**config.mk**
```make
export PLATFORM = sky130hd
export DESIGN_NAME = press_classifier
export DESIGN_NICKNAME = d
export VERILOG_FILES = /design/src/rtl/press_classifier_pkg.sv /design/src/rtl/press_classifier_timer.sv /design/src/rtl/press_classifier.sv
export SDC_FILE = /design/constraint.sdc
export NUM_CORES = 1
export LEC_CHECK = 0
export ABC_AREA = 1
export BUFFER_PORTS_ARGS = -buffer_cell sky130_fd_sc_hd__buf_2
export CAP_MARGIN = 15
export CORE_UTILIZATION = 48
export CTS_CLUSTER_DIAMETER = 30
export DETAILED_ROUTE_END_ITERATION = 6
export GPL_ROUTABILITY_DRIVEN = 1
export PLACE_DENSITY = 0.71
export SETUP_SLACK_MARGIN = 0.15
export SYNTH_ARGS = -nofsm -noshare
export SYNTH_HDL_FRONTEND = slang
export SYNTH_SLANG_ARGS = --single-unit
export TNS_END_PERCENT = 20
```
**constraint.sdc**
```tcl
create_clock -name clock -period 1.4 [get_ports clock]
set_input_delay 0.07 -clock clock [delete_from_list [all_inputs] [get_ports clock]]
set_output_delay 0.07 -clock clock [all_outputs]
set_load 0.02 [all_outputs]
```
**src/rtl/press_classifier_pkg.sv**
```systemverilog
// Shared types and defaults for the button press classifier.
// Holds the FSM state encoding and the default hold / gap lengths.
package press_classifier_pkg;

  localparam int LONG_COUNT_DEF = 8;
  localparam int GAP_COUNT_DEF  = 6;

  typedef enum logic [2:0] {
    ST_IDLE   = 3'd0,
    ST_PRESS1 = 3'd1,
    ST_GAP    = 3'd2,
    ST_PRESS2 = 3'd3,
    ST_HELD   = 3'd4
  } state_e;

  function automatic int max_int(input int a, input int b);
    return (a > b) ? a : b;
  endfunction

endpackage

```
**src/rtl/press_classifier_timer.sv**
```systemverilog
// Cycle timer for the press classifier: synchronous clear has priority
// over count enable; the count holds when neither is asserted.
module press_timer #(
  parameter int W = 4
) (
  input  logic         clock,
  input  logic         reset_n,
  input  logic         clear,
  input  logic         enable,
  output logic [W-1:0] count
);

  logic [W-1:0] count_q;
  logic [W-1:0] count_d;

  always_comb begin
    count_d = count_q;
    if (clear) begin
      count_d = '0;
    end else if (enable) begin
      count_d = count_q + W'(1);
    end
  end

  always_ff @(posedge clock or negedge reset_n) begin
    if (!reset_n) begin
      count_q <= '0;
    end else begin
      count_q <= count_d;
    end
  end

  assign count = count_q;

endmodule

```
**src/rtl/press_classifier.sv**
```systemverilog
// Classifies debounced button activity into short, long and double presses.
// state     | meaning
// IDLE      | waiting for a press
// PRESS1    | first press held, timing toward long press
// GAP       | released after a short press, waiting for a second press
// PRESS2    | second press held
// HELD      | long (or long second) press reported, waiting for release
module press_classifier
  import press_classifier_pkg::*;
#(
  parameter int LONG_COUNT = LONG_COUNT_DEF,
  parameter int GAP_COUNT  = GAP_COUNT_DEF
) (
  input  logic clock,
  input  logic reset_n,
  input  logic level,
  input  logic rise,
  input  logic fall,
  output logic short_press,
  output logic long_press,
  output logic double_press,
  output logic busy
);

  localparam int TW = $clog2(max_int(LONG_COUNT, GAP_COUNT) + 1);
  localparam logic [TW-1:0] LONG_LIM = TW'(LONG_COUNT - 1);
  localparam logic [TW-1:0] GAP_LIM  = TW'(GAP_COUNT - 1);

  state_e        state_q, state_d;
  logic          short_q, short_d;
  logic          long_q, long_d;
  logic          double_q, double_d;
  logic          busy_q, busy_d;
  logic          timer_clear, timer_enable;
  logic [TW-1:0] timer;
  logic          rise_v, fall_v;

  // Simultaneous edges cancel; a rise is only trusted with the level high.
  assign rise_v = rise & level & ~fall;
  assign fall_v = fall & ~rise;

  press_timer #(.W(TW)) u_timer (
    .clock   (clock),
    .reset_n (reset_n),
    .clear   (timer_clear),
    .enable  (timer_enable),
    .count   (timer)
  );

  always_ff @(posedge clock or negedge reset_n) begin
    if (!reset_n) begin
      state_q  <= ST_IDLE;
      short_q  <= 1'b0;
      long_q   <= 1'b0;
      double_q <= 1'b0;
      busy_q   <= 1'b0;
    end else begin
      state_q  <= state_d;
      short_q  <= short_d;
      long_q   <= long_d;
      double_q <= double_d;
      busy_q   <= busy_d;
    end
  end

  always_comb begin
    state_d = state_q;
    case (state_q)
      ST_IDLE:   if (rise_v) state_d = ST_PRESS1;
      ST_PRESS1: begin
        if (fall_v)                 state_d = ST_GAP;
        else if (timer == LONG_LIM) state_d = ST_HELD;
      end
      ST_GAP: begin
        if (rise_v)                state_d = ST_PRESS2;
        else if (timer == GAP_LIM) state_d = ST_IDLE;
      end
      ST_PRESS2: begin
        if (fall_v)                 state_d = ST_IDLE;
        else if (timer == LONG_LIM) state_d = ST_HELD;
      end
      ST_HELD:   if (fall_v) state_d = ST_IDLE;
      default:   state_d = ST_IDLE;
    endcase
  end

  always_comb begin
    short_d      = (state_q == ST_GAP) && !rise_v && (timer == GAP_LIM);
    long_d       = (state_q == ST_PRESS1) && !fall_v && (timer == LONG_LIM);
    double_d     = (state_q == ST_PRESS2) && (fall_v || (timer == LONG_LIM));
    busy_d       = (state_d != ST_IDLE);
    timer_clear  = 1'b0;
    timer_enable = 1'b0;
    // The timer rests at zero in IDLE; the sampled rise counts as the first
    // held cycle so a long press lands LONG_COUNT cycles after the rise.
    if (state_q == ST_IDLE) begin
      timer_clear  = !rise_v;
      timer_enable = rise_v;
    end else if (state_d != state_q) begin
      timer_clear  = 1'b1;
    end else if (state_q != ST_HELD) begin
      timer_enable = 1'b1;
    end
  end

  assign short_press  = short_q;
  assign long_press   = long_q;
  assign double_press = double_q;
  assign busy         = busy_q;

endmodule

```
## Yosys cells after proc, flatten, opt, wreduce, memory -nomap -nowiden

Index checks and enable logic that the tools add are counted.

- Bitwise gates (word level): 5
- Mux-type cells: 15
- Eq/ne operators: 8
- Reduce and logical (&&, ||, !) cells: 11
- Add/subtract/negate cells: 1

Operators by type and width:

| kind | count |
|---|---|
| two-way mux 3 bit | 7 |
| one-hot mux 3 bit (5 select lines) | 1 |
| equality test 4 x 3 -> 1 bit (second input constant) | 2 |
| two-way mux 4 bit | 2 |
| equality test 3 x 2 -> 1 bit (second input constant) | 2 |
| logical AND 1 bit | 5 |
| two-way mux 1 bit | 5 |
| adder 4 x 1 -> 4 bit (second input constant) | 1 |
| bitwise AND 1 bit | 3 |
| equality test 3 x 1 -> 1 bit (second input constant) | 1 |
| equality test 3 bit (second input constant) | 1 |
| logical NOT 3 bit | 1 |
| inequality test 3 bit | 1 |
| inequality test 3 bit (second input constant) | 1 |
| nonzero test 3 bit | 1 |
| logical NOT 1 bit | 2 |
| NOT 1 bit | 2 |
| nonzero test 2 bit | 1 |
| logical OR 1 bit | 1 |

- Register bits after elaboration: 11
- Input bits: 5
- Logic and storage cells: 46
- Output and inout bits: 4

## Longest topological paths before layout

Gate-level depths: netlist (run 1).

- Depth in word-level cells: 9
- Depth in mapped cells: 11
- Mapped depth without buffers: 11

## Modules after synthesis

A second synthesis (run 1) with hierarchy kept.

- Cells, all modules: 85
- Area total of the unflattened synthesis: 649.4 um2

By module, submodules not included:

| module | sequential area each (um2) | times used | area an instance (um2) | cells an instance |
|---|---|---|---|---|
| press_classifier | 175.2 | 1 | 447.9 | 61 |
| press_timer | 100.1 | 1 | 201.4 | 24 |

## Least setup slack after synthesis (run 1)

No wires, ideal clock.

- Path kind: register to register
- Start: reg u_timer.count_q[0] (netlist: u_timer.count[0])
- End: reg u_timer.count_q[2] (netlist: u_timer.count[2])
- Path slack: 0.022 ns
- Data required time: 1.329 ns
- Library setup time: 0.071 ns
- Arrival time: 1.306 ns
- Buffers on the path: 0
- Stages on the path, launching flop included: 11
- Period minus slack after synthesis: 1.378 ns
- Cell sequence: dfrtp_1 > ha_1 > nand3_1 > nand3_1 > nand2_1 > inv_1 > nor2_2 > nand3_2 > nand2_2 > nand3_1 > nor2_1

- Word-level cells in the longest chain between the ends: 8
- Elaborated cells between the ends (all ways): 17
- Classes of those cells: 1 x add/sub; 3 x eq/ne; 12 x mux; 1 x reduce/logical

RTL lines:

| element | RTL line | source |
|---|---|---|
| start: declaration | press_classifier_timer.sv:13 | `logic [W-1:0] count_q;` |
| start signal: assignment | press_classifier_timer.sv:29 | `count_q <= count_d;` |
| equality test 4 x 3 -> 1 bit, on equally long branches | press_classifier.sv:72, press_classifier.sv:80, press_classifier.sv:76 |  |
| two-way mux 3 bit, on equally long branches | press_classifier.sv:72, press_classifier.sv:80, press_classifier.sv:76 |  |
| two-way mux 3 bit, on equally long branches | press_classifier.sv:79, press_classifier.sv:71, press_classifier.sv:75 |  |
| one-hot mux 3 bit (5 select lines) | press_classifier.sv:68 | `case (state_q)` |
| inequality test 3 bit | press_classifier.sv:99 | `end else if (state_d != state_q) begin` |
| two-way mux 1 bit | press_classifier.sv:99 |  |
| two-way mux 1 bit | press_classifier.sv:96 | `if (state_q == ST_IDLE) begin` |
| two-way mux 4 bit / nonzero test 2 bit (equally long branches) | - |  |

Several ways; a longest one is shown, not always the timed one. The select of a mux whose other input is x is not followed.
A chain may end at the register's enable or synchronous reset.

## Worst setup path in the final report (run 1)

- Start: reg state_q[2]
- End: reg u_timer.count_q[2] (netlist: u_timer.count[2])

- Word-level cells in the longest chain between the ends: 7
- Elaborated cells between the ends (all ways): 22
- Classes of those cells: 6 x eq/ne; 14 x mux; 2 x reduce/logical

RTL lines:

| element | RTL line | source |
|---|---|---|
| start: declaration | press_classifier.sv:29 | `state_e state_q, state_d;` |
| start signal: assignment | press_classifier.sv:58 | `state_q <= state_d;` |
| two-way mux 3 bit, on equally long branches | press_classifier.sv:72, press_classifier.sv:80, press_classifier.sv:76 |  |
| two-way mux 3 bit, on equally long branches | press_classifier.sv:79, press_classifier.sv:71, press_classifier.sv:75 |  |
| one-hot mux 3 bit (5 select lines) | press_classifier.sv:68 |  |
| inequality test 3 bit | press_classifier.sv:99 |  |
| two-way mux 1 bit | press_classifier.sv:99 |  |
| two-way mux 1 bit | press_classifier.sv:96 |  |
| two-way mux 4 bit / nonzero test 2 bit (equally long branches) | - |  |

Several ways; a longest one is shown, not always the timed one.

==> results of run 1 <==
## cells in the final DEF (no fill, tap or decap), drive strengths merged
master and instances:
a31oi 2, nand3 11, nand4 2, dlygate4sd3 1, nand2 19, nor2 9, a21boi 1, clkbuf 4
nor3 3, dfrtp 11, or2 1, ha 2, or3 1, inv 13, nand3b 2, buf 15
nor4 1, a21oi 1, xor2 1
## layout make-up
class	count	area share, %
inverters	13	6.01
clock buffers	4	3.08
multi-input cells	56	44.1
flip-flops and latches	11	32.7
well taps	14	2.05
repair buffers	16	12.0
## through the flow
stage,instance area (µm²),std cells,setup TNS [ns]
5_1_grt,853,114,-0.383
6_report,853,114,-0.00204
2_1_floorplan,657,81,0
4_1_cts,816,112,0
3_3_place_gp,732,105,-0.0129
3_5_place_dp,732,105,-0.0137
## worst max path at each step
stage / to / cells after the start / from / slack [ns]
2_1_floorplan: busy / 5 / u_timer.count[0] / 0.09
3_3_place_gp: u_timer.count[2] / 10 / u_timer.count[1] / -0.01
3_5_place_dp: u_timer.count[2] / 10 / u_timer.count[0] / -0.01
4_1_cts: u_timer.count[2] / 10 / u_timer.count[1] / 0.02
5_1_grt: u_timer.count[2] / 10 / u_timer.count[1] / -0.09
6_report: u_timer.count[2] / 7 / state_q[2] / -0.002
## tightest hold or removal path, delay by kind of cell
| family | cells | cell delay (ns) |
|---|---|---|
| buffers and inverters | 1 | 0.10 |
| AND/OR/NAND/NOR | 3 | 0.18 |
## cell families (layout without fill, tap and decap cells)
family / Yosys count / in the layout / share of synthesized area, %
DFF: 11 / 11 / 43.4
AOI/OAI and AO/OA: 4 / 4 / 3.94
xor gates and xnor gates: 1 / 1 / 1.38
and+or+nand+nor: 49 / 49 / 38.9
adders and majority gates: 2 / 2 / 3.94
buffers and inverters: 14 / 33 / 8.48
## registers in the layout, summed over array words and instances (netlist names)
signal         flops
busy               1
u_timer.count      4
short_press        1
state_q            3
long_press         1
double_press       1
## power by group through the flow
stage               registers [µW]  clock network (µW)  logic, µW
floorplan                      468                   0        297
global placement               459                   0        424
detailed placement             460                   0        424
CTS                            461                 229        478
global route                   480                 241        578
finish                         475                 222        518
## metal layers
metal / track usage [%] / share of wire [%] / up-vias
met3: 5.23 / 3.2 / 5
li1: - / - / 304
met5: 0 / 0 / -
met4: 15.5 / 2.4 / 0
met2: 33.1 / 44 / 9
met1: 31.1 / 51 / 258
## repair_timing
item | CTS | global route
hold endpoints to repair | 11 | 0
gates cloned | 0 | 0
pin swaps | 2 | 9
hold buffers | 1 | 0
resized for setup | 6 | 7
setup endpoints to repair | 5 | 6
setup buffers | 2 | 2
==> impl_metrics.tcl, run 1 <==
set metrics [dict create \
    cts_buffers 3 \
    tightestPinTransition_ns 0.256 \
    yosysUniqueCellTypes 22 \
    p_seq_share_pct 39.1 \
    coreArea_um2 1170 \
    row_count 12 \
    fmax_mhz 713 \
    critPathTopFamily "simple AND/OR/NAND/NOR gates" \
    postRouteAntennaNets 0 \
    p_comb_share_pct 42.6 \
    path_max_fanout 8 \
    viasPerCell 5.05 \
    setup_viol 1 \
    cts_tree "yes" \
    ys_seq_area_share_pct 43.4 \
    report.final.slew_viol_count 0 \
    synthesis.area_um2 634 \
    reg2reg_depth 7 \
    max_slew_margin_pct 82.8 \
    cap_violations 0 \
    crit_slowest_cell "dfrtp_2" \
    grt_use_total_pct 23.1 \
    clock-root-buffer "clkbuf_4" \
    path_buf_inv 0 \
    die_h_um 38.4 \
    wl_per_cell_um 11.8 \
    synth_top_area_share_pct 43.4 \
    hold_depth 4 \
    synthCells 81 \
    p_clk_share_pct 18.3 \
    antenna_found_initial 0 \
    rsz0062_at_grt "yes" \
    insertion_delay_ns 0.27 \
    fill_cells 76 \
    ys_top_cells_by_area "dfrtp_1 43%, nand2_1 10%, nand3_1 7.9%, inv_1 6.5%, nor2_1 4.1%" \
    avgSynthCellArea_um2 7.83 \
    diodes 0 \
    nets 108 \
    min_to "state_q[0]" \
    crit_arrival_ns 1.61 \
    status "complete, but fails checks" \
    path_cells "nor3_2 -> nand2_1 -> nand4_1 -> nand3_2 -> nand2_4 -> nand3_2 -> nor2_2" \
    portBuffers 8 \
    overflow 0 \
    hpwl_um 911 \
    regToRegSetupSlack_ns -0.002 \
    finalHoldWorstSlack_ns 0.137 \
    wl_um 1350 \
    multi_input_area_um2 377 \
    fin_ws_ns -0.00204 \
    p_total_uw 1220 \
    layout-drive-gt1-share_pct 41.0 \
    drc 0 \
    seq_area_um2 279 \
    reg2reg_from "state_q[2]" \
    violations "negative setup slack" \
    via_count 576 \
    slowest_delay_ns 0.48 \
    crit_required_ns 1.61 \
    max-clock-path-buffers 2 \
    synth_flop_cell "dfrtp_1" \
    critPathCaptureType "flip-flop" \
    io_pins 9 \
    start_util_pct 54.2 \
    period_minus_slack_ns 1.40 \
    die-area_um2 1470 \
    netSwitchingPower_uw 484 \
    firstDrtPassIters 3 \
    grt_start_max_net_pins 12 \
    htree_levels 1 \
    yosys-top-cells-count "17 x nand2_1, 11 x dfrtp_1, 11 x inv_1" \
    synth.most_common_cell "nand2_1" \
    grt_pass1_wl_um 2160 \
    syn_nets 88 \
    vdd_drop_max_mv 0.870 \
    crit_path_start_kind "flip-flop" \
    syn2layout_area_growth_pct 34.5 \
    async_reset_ff_share_pct 100 \
    routabilityCongestion 0.881 \
    crit_top_cell "nand3_2" \
    fin_skew_ns 0.000626 \
    grt_pass1_vias 514 \
    hold_class "input pin to flip-flop" \
    p_leak_uw 0.000442 \
    power_density_nw_per_um2 1420 \
    path_class "flip-flop to flip-flop" \
    timing.final.hold_violations 0 \
    fin_util_pct 72.9 \
    first_iter_violations 8 \
    die_width_um 38.4 \
    swShare_pct 39.8 \
    clock_sinks 11 \
    yosys_warnings 0 \
    synth_edf_count 0 \
    final.period_utilization_pct 100 \
    ys_ff_latch 11 \
    clk_pin_slew_ns 0.07 \
    intPower_uw 732 \
    yosysTopAreaCell "dfrtp_1" \
    r2r_end "u_timer.count[2]" \
    pre_cts_slack_ns -0.0137 \
    holdCritStartpoint "fall" \
]
No activity file was read; power rests on OpenSTA's default activity.
==> run 2, diff against run 1 <==
CORE_UTILIZATION = 43   (was 48)
PLACE_DENSITY = 0.65   (was 0.71)
==> impl_metrics.tcl, run 2 (synthesized netlist as in run 1, its figures left out) <==
set metrics [dict create \
    clock_sinks 11 \
    tightestPinTransition_ns 0.275 \
    max-clock-path-buffers 2 \
    fin_ws_ns -0.0140 \
    status "complete, but fails checks" \
    final_common_cell "nand2_1" \
    finalNonFillerCells 117 \
    pre_cts_slack_ns -0.0377 \
    layout-drive-gt1-share_pct 37.3 \
    cts_buffers 3 \
    report.final.slew_viol_count 0 \
    insertion_delay_ns 0.27 \
    via_count 565 \
    p_comb_share_pct 43.5 \
    vdd_drop_max_mv 0.740 \
    crit_arrival_ns 1.55 \
    seq_area_um2 275 \
    p_clk_share_pct 17.8 \
    die_width_um 40.4 \
    wl_per_cell_um 11.7 \
    cts_tree "yes" \
    first_iter_violations 16 \
    fill_cells 126 \
    syn2layout_area_growth_pct 32.5 \
    final_design_area_no_fill_um2 841 \
    path_max_fanout 4 \
    fmax_mhz 707 \
    p_seq_share_pct 38.7 \
    diodes 0 \
    period_minus_slack_ns 1.41 \
    max_slew_margin_pct 81.5 \
    routabilityCongestion 0.857 \
    antenna_found_initial 0 \
    mostFrequentLayoutCells "16 x nand2_1, 11 x dfrtp_1, 10 x inv_1, 9 x buf_4, 8 x buf_2" \
    swShare_pct 38.1 \
    cap_violations 0 \
    critPathCaptureType "flip-flop" \
    hold_class "input pin to flip-flop" \
    intPower_uw 741 \
    start_util_pct 47.6 \
    overflow 0 \
    coreArea_um2 1330 \
    io_pins 9 \
    multi_input_area_um2 354 \
    p_total_uw 1200 \
    largest_reg_flops 4 \
    grt_pass1_vias 512 \
    clock-root-buffer "clkbuf_4" \
    p_leak_uw 0.000443 \
    viasPerCell 4.83 \
    crit_required_ns 1.54 \
    drc 0 \
    clk_pin_slew_ns 0.07 \
    fin_util_pct 63.0 \
    die-area_um2 1630 \
    power_density_nw_per_um2 1420 \
    hpwl_um 1010 \
    violations "negative setup slack" \
    nets 110 \
    grt_pass1_wl_um 2100 \
    row_count 13 \
    portBuffers 8 \
    setup_viol 1 \
    crit_path_start_kind "flip-flop" \
    die_h_um 40.4 \
    grt_use_total_pct 20.5 \
    dpl-instance-area_um2 763 \
    hold_depth 3 \
    path_class "flip-flop to flip-flop" \
    fin_skew_ns 0.0124 \
    place_inst 110 \
    grt_start_max_net_pins 12 \
    final.period_utilization_pct 101 \
    timing.final.hold_violations 0 \
    reg2reg_depth 6 \
    postRouteAntennaNets 0 \
    netSwitchingPower_uw 457 \
    rsz0062_at_grt "yes" \
    htree_levels 1 \
    firstDrtPassIters 4 \
    wl_um 1370 \
]
-- run 2: changes by cell type in the layout (fill, tap and decap cells not counted), sizes merged --
cell,previous run,this run
buf,15,17
-- run 2: area by class of cell --
cell class / instances / share of cell area [%]
Timing Repair Buffer: 18 / 14.0
Sequential cell: 11 / 32.7
Clock buffer: 4 / 3.13
Tap cell: 15 / 2.23
Inverter: 13 / 5.80
Multi-Input combinational cell: 56 / 42.1
-- run 2: repair_timing --
item,CTS,global route
gates resized for setup,2,3
pin swaps,1,1
setup endpoints to repair,6,6
setup buffers,2,0
hold buffers,1,0
hold endpoints to repair,11,0
-- run 2: per-layer routing --
metal | share of wire [%] | GRT usage, %
met5 | 0 | 0
met4 | 0.66 | 5.00
met3 | 5.0 | 10.0
met2 | 45 | 29.8
met1 | 49 | 27.0
-- run 2: worst paths after layout --
kind                                        from                to  slack [ns]
worst max-delay path            u_timer.count[0]              busy       -0.01
worst min-delay path                        fall      double_press        0.17
worst max register to register  u_timer.count[0]              busy       -0.01
worst min register to register  u_timer.count[3]  u_timer.count[3]        0.59
max in group asynchronous                reset_n  u_timer.count[3]        0.98
min in group asynchronous                reset_n        long_press        0.20
-- run 2: stage by stage --
| stage | hold slack, ns | setup TNS [ns] |
|---|---|---|
| final | 0.169 | -0.0140 |
| after global routing | 0.182 | -0.434 |
| after CTS | 0.152 | 0 |
| after detailed placement | -0.0509 | -0.0993 |
| after global placement | -0.0484 | -0.0539 |
| after floorplan | -0.226 | 0 |
-- run 2: critical path, stage by stage, from the launching register on --
cell	delay (ns)
dfrtp_1	0.43
ha_4	0.19
nand3_4	0.08
inv_1	0.06
nand2_1	0.10
a31oi_2	0.11
or3_1	0.31
-- run 2: power groups by stage --
stage	registers, µW	clock network [µW]	logic [µW]
finish	464	213	520
floorplan	468	0	297
global route	478	240	579
global placement	457	0	462
CTS	460	223	514
detailed placement	458	0	462
==> run 3, diff against run 2 <==
RECOVER_POWER = 25   (was default)
REMOVE_ABC_BUFFERS = 1   (was default)
==> impl_metrics.tcl, run 3 (synthesized netlist as in run 1, its figures left out) <==
set metrics [dict create \
    row_count 13 \
    fin_skew_ns 0.00144 \
    hpwl_um 1010 \
    wl_um 1660 \
    viasPerCell 5.10 \
    hold_class "input pin to flip-flop" \
    finalNonFillerCells 124 \
    portBuffers 8 \
    fin_setup_tns_ns -0.0594 \
    p_leak_uw 0.000480 \
    timing.final.hold_violations 0 \
    finalHoldWorstSlack_ns 0.139 \
    rsz0062_at_grt "yes" \
    route.met3.wl_um 62 \
    coreArea_um2 1330 \
    power_density_nw_per_um2 1420 \
    routabilityCongestion 0.865 \
    crit_path_start "u_timer.count[0]" \
    report.final.slew_viol_count 0 \
    fill_cells 93 \
    wl_met1_um 713 \
    wl_per_cell_um 13.4 \
    crit_path_start_kind "flip-flop" \
    io_pins 9 \
    status "complete, but fails checks" \
    regToRegSetupSlack_ns -0.04 \
    mostFrequentLayoutCells "14 x nand2_1, 14 x buf_4, 8 x inv_1, 8 x dfrtp_1" \
    largest_reg_flops 4 \
    setup_viol 3 \
    path_max_fanout 2 \
    via_count 632 \
    critPathCaptureType "flip-flop" \
    grt_pass1_wl_um 2440 \
    crit_required_ns 1.55 \
    place_inst 111 \
    max_slew_margin_pct 58.0 \
    clk_pin_slew_ns 0.07 \
    top_layer_used "met4" \
    tightestPinTransition_ns 0.630 \
    start_util_pct 47.6 \
    fmax_mhz 696 \
    wl_met2_um 855 \
    fin_util_pct 70.5 \
    grt_start_max_net_pins 12 \
    cap_violations 0 \
    grt_pass1_vias 557 \
    htree_levels 1 \
    cts_tree "yes" \
    postRouteAntennaNets 0 \
    clock_sinks 11 \
    grt_use_total_pct 24.5 \
    clock-root-buffer "clkbuf_4" \
    diodes 0 \
    reg2reg_depth 6 \
    antenna_found_initial 0 \
    multi_input_area_um2 390 \
    die_h_um 40.4 \
    vdd_drop_max_mv 0.932 \
    insertion_delay_ns 0.27 \
    die_width_um 40.4 \
    seq_area_um2 279 \
    fin_ws_ns -0.0368 \
    firstDrtPassIters 4 \
    critical_path.endpoint "busy" \
    r2r_end "busy" \
    violations "negative setup slack" \
    syn2layout_area_growth_pct 48.3 \
    crit_arrival_ns 1.59 \
    nets 117 \
    cts_buffers 3 \
    max-clock-path-buffers 2 \
    period_minus_slack_ns 1.44 \
    die-area_um2 1630 \
    drc 0 \
    path_class "flip-flop to flip-flop" \
    first_iter_violations 10 \
    reg2reg_from "u_timer.count[0]" \
    layout-drive-gt1-share_pct 53.2 \
    pre_cts_slack_ns -0.104 \
    final.period_utilization_pct 103 \
    overflow 0 \
]
==> run 3: changes by cell type in the layout (fill, tap and decap cells not counted), moves of 3 or more <==
cell     change
dfrtp_2      +3
nand3_2      +3
dfrtp_1      -3
nand3_1      -3
buf_4        +5
==> run 3: power breakdown <==
part | total, µW | switching, µW | internal, µW
sequential | 467 | 76.8 | 390
clock | 222 | 116 | 106
combinational | 649 | 326 | 323
==> run 3: cell type report <==
cell class                 count  share of cell area [%]
multi-input combinational     56                    41.5
sequential                    11                    29.7
inverter                      13                    5.19
clock buffer                   3                    2.39
timing repair buffer          25                    18.7
clock inverter                 1                   0.532
tap                           15                    1.99
==> run 3: repair_timing <==
action / CTS / global route
hold buffers: 1 / 0
pin swaps: 9 / 8
endpoints found under the setup margin: 6 / 7
endpoints found under the hold margin: 11 / 0
gates cloned: 0 / 0
resized for setup: 18 / 9
buffers inserted: 5 / 3
==> run 3: metal layers <==
| layer | vias up | global-route usage [%] |
|---|---|---|
| met5 | - | 0 |
| met4 | 0 | 15.0 |
| met3 | 4 | 6.67 |
| met2 | 22 | 35.7 |
| met1 | 289 | 31.8 |
| li1 | 317 | - |
==> run 3: through the flow <==
stage | cell area, µm² | power [µW]
6_report | 941 | 1340
3_5_place_dp | 748 | 933
5_1_grt | 941 | 1450
2_1_floorplan | 629 | 750
4_1_cts | 888 | 1270
3_3_place_gp | 748 | 919
==> run 3: worst min-delay path by stage <==
stage / start / cells past startpoint / slack, ns / endpoint
6_report: fall / 4 / 0.14 / state_q[0]
5_1_grt: fall / 4 / 0.16 / state_q[0]
2_1_floorplan: reset_n / 0 / -0.23 / busy
3_3_place_gp: reset_n / 1 / -0.05 / long_press
4_1_cts: fall / 4 / 0.14 / state_q[0]
3_5_place_dp: reset_n / 1 / -0.05 / long_press
==> run 3: worst max-delay path: stages, from the launching register on <==
cell and delay [ns]:
dfrtp_1 0.38, buf_6 0.11, ha_2 0.16, nand3_2 0.09, nand2_2 0.10, nand3_2 0.09
or3_4 0.39
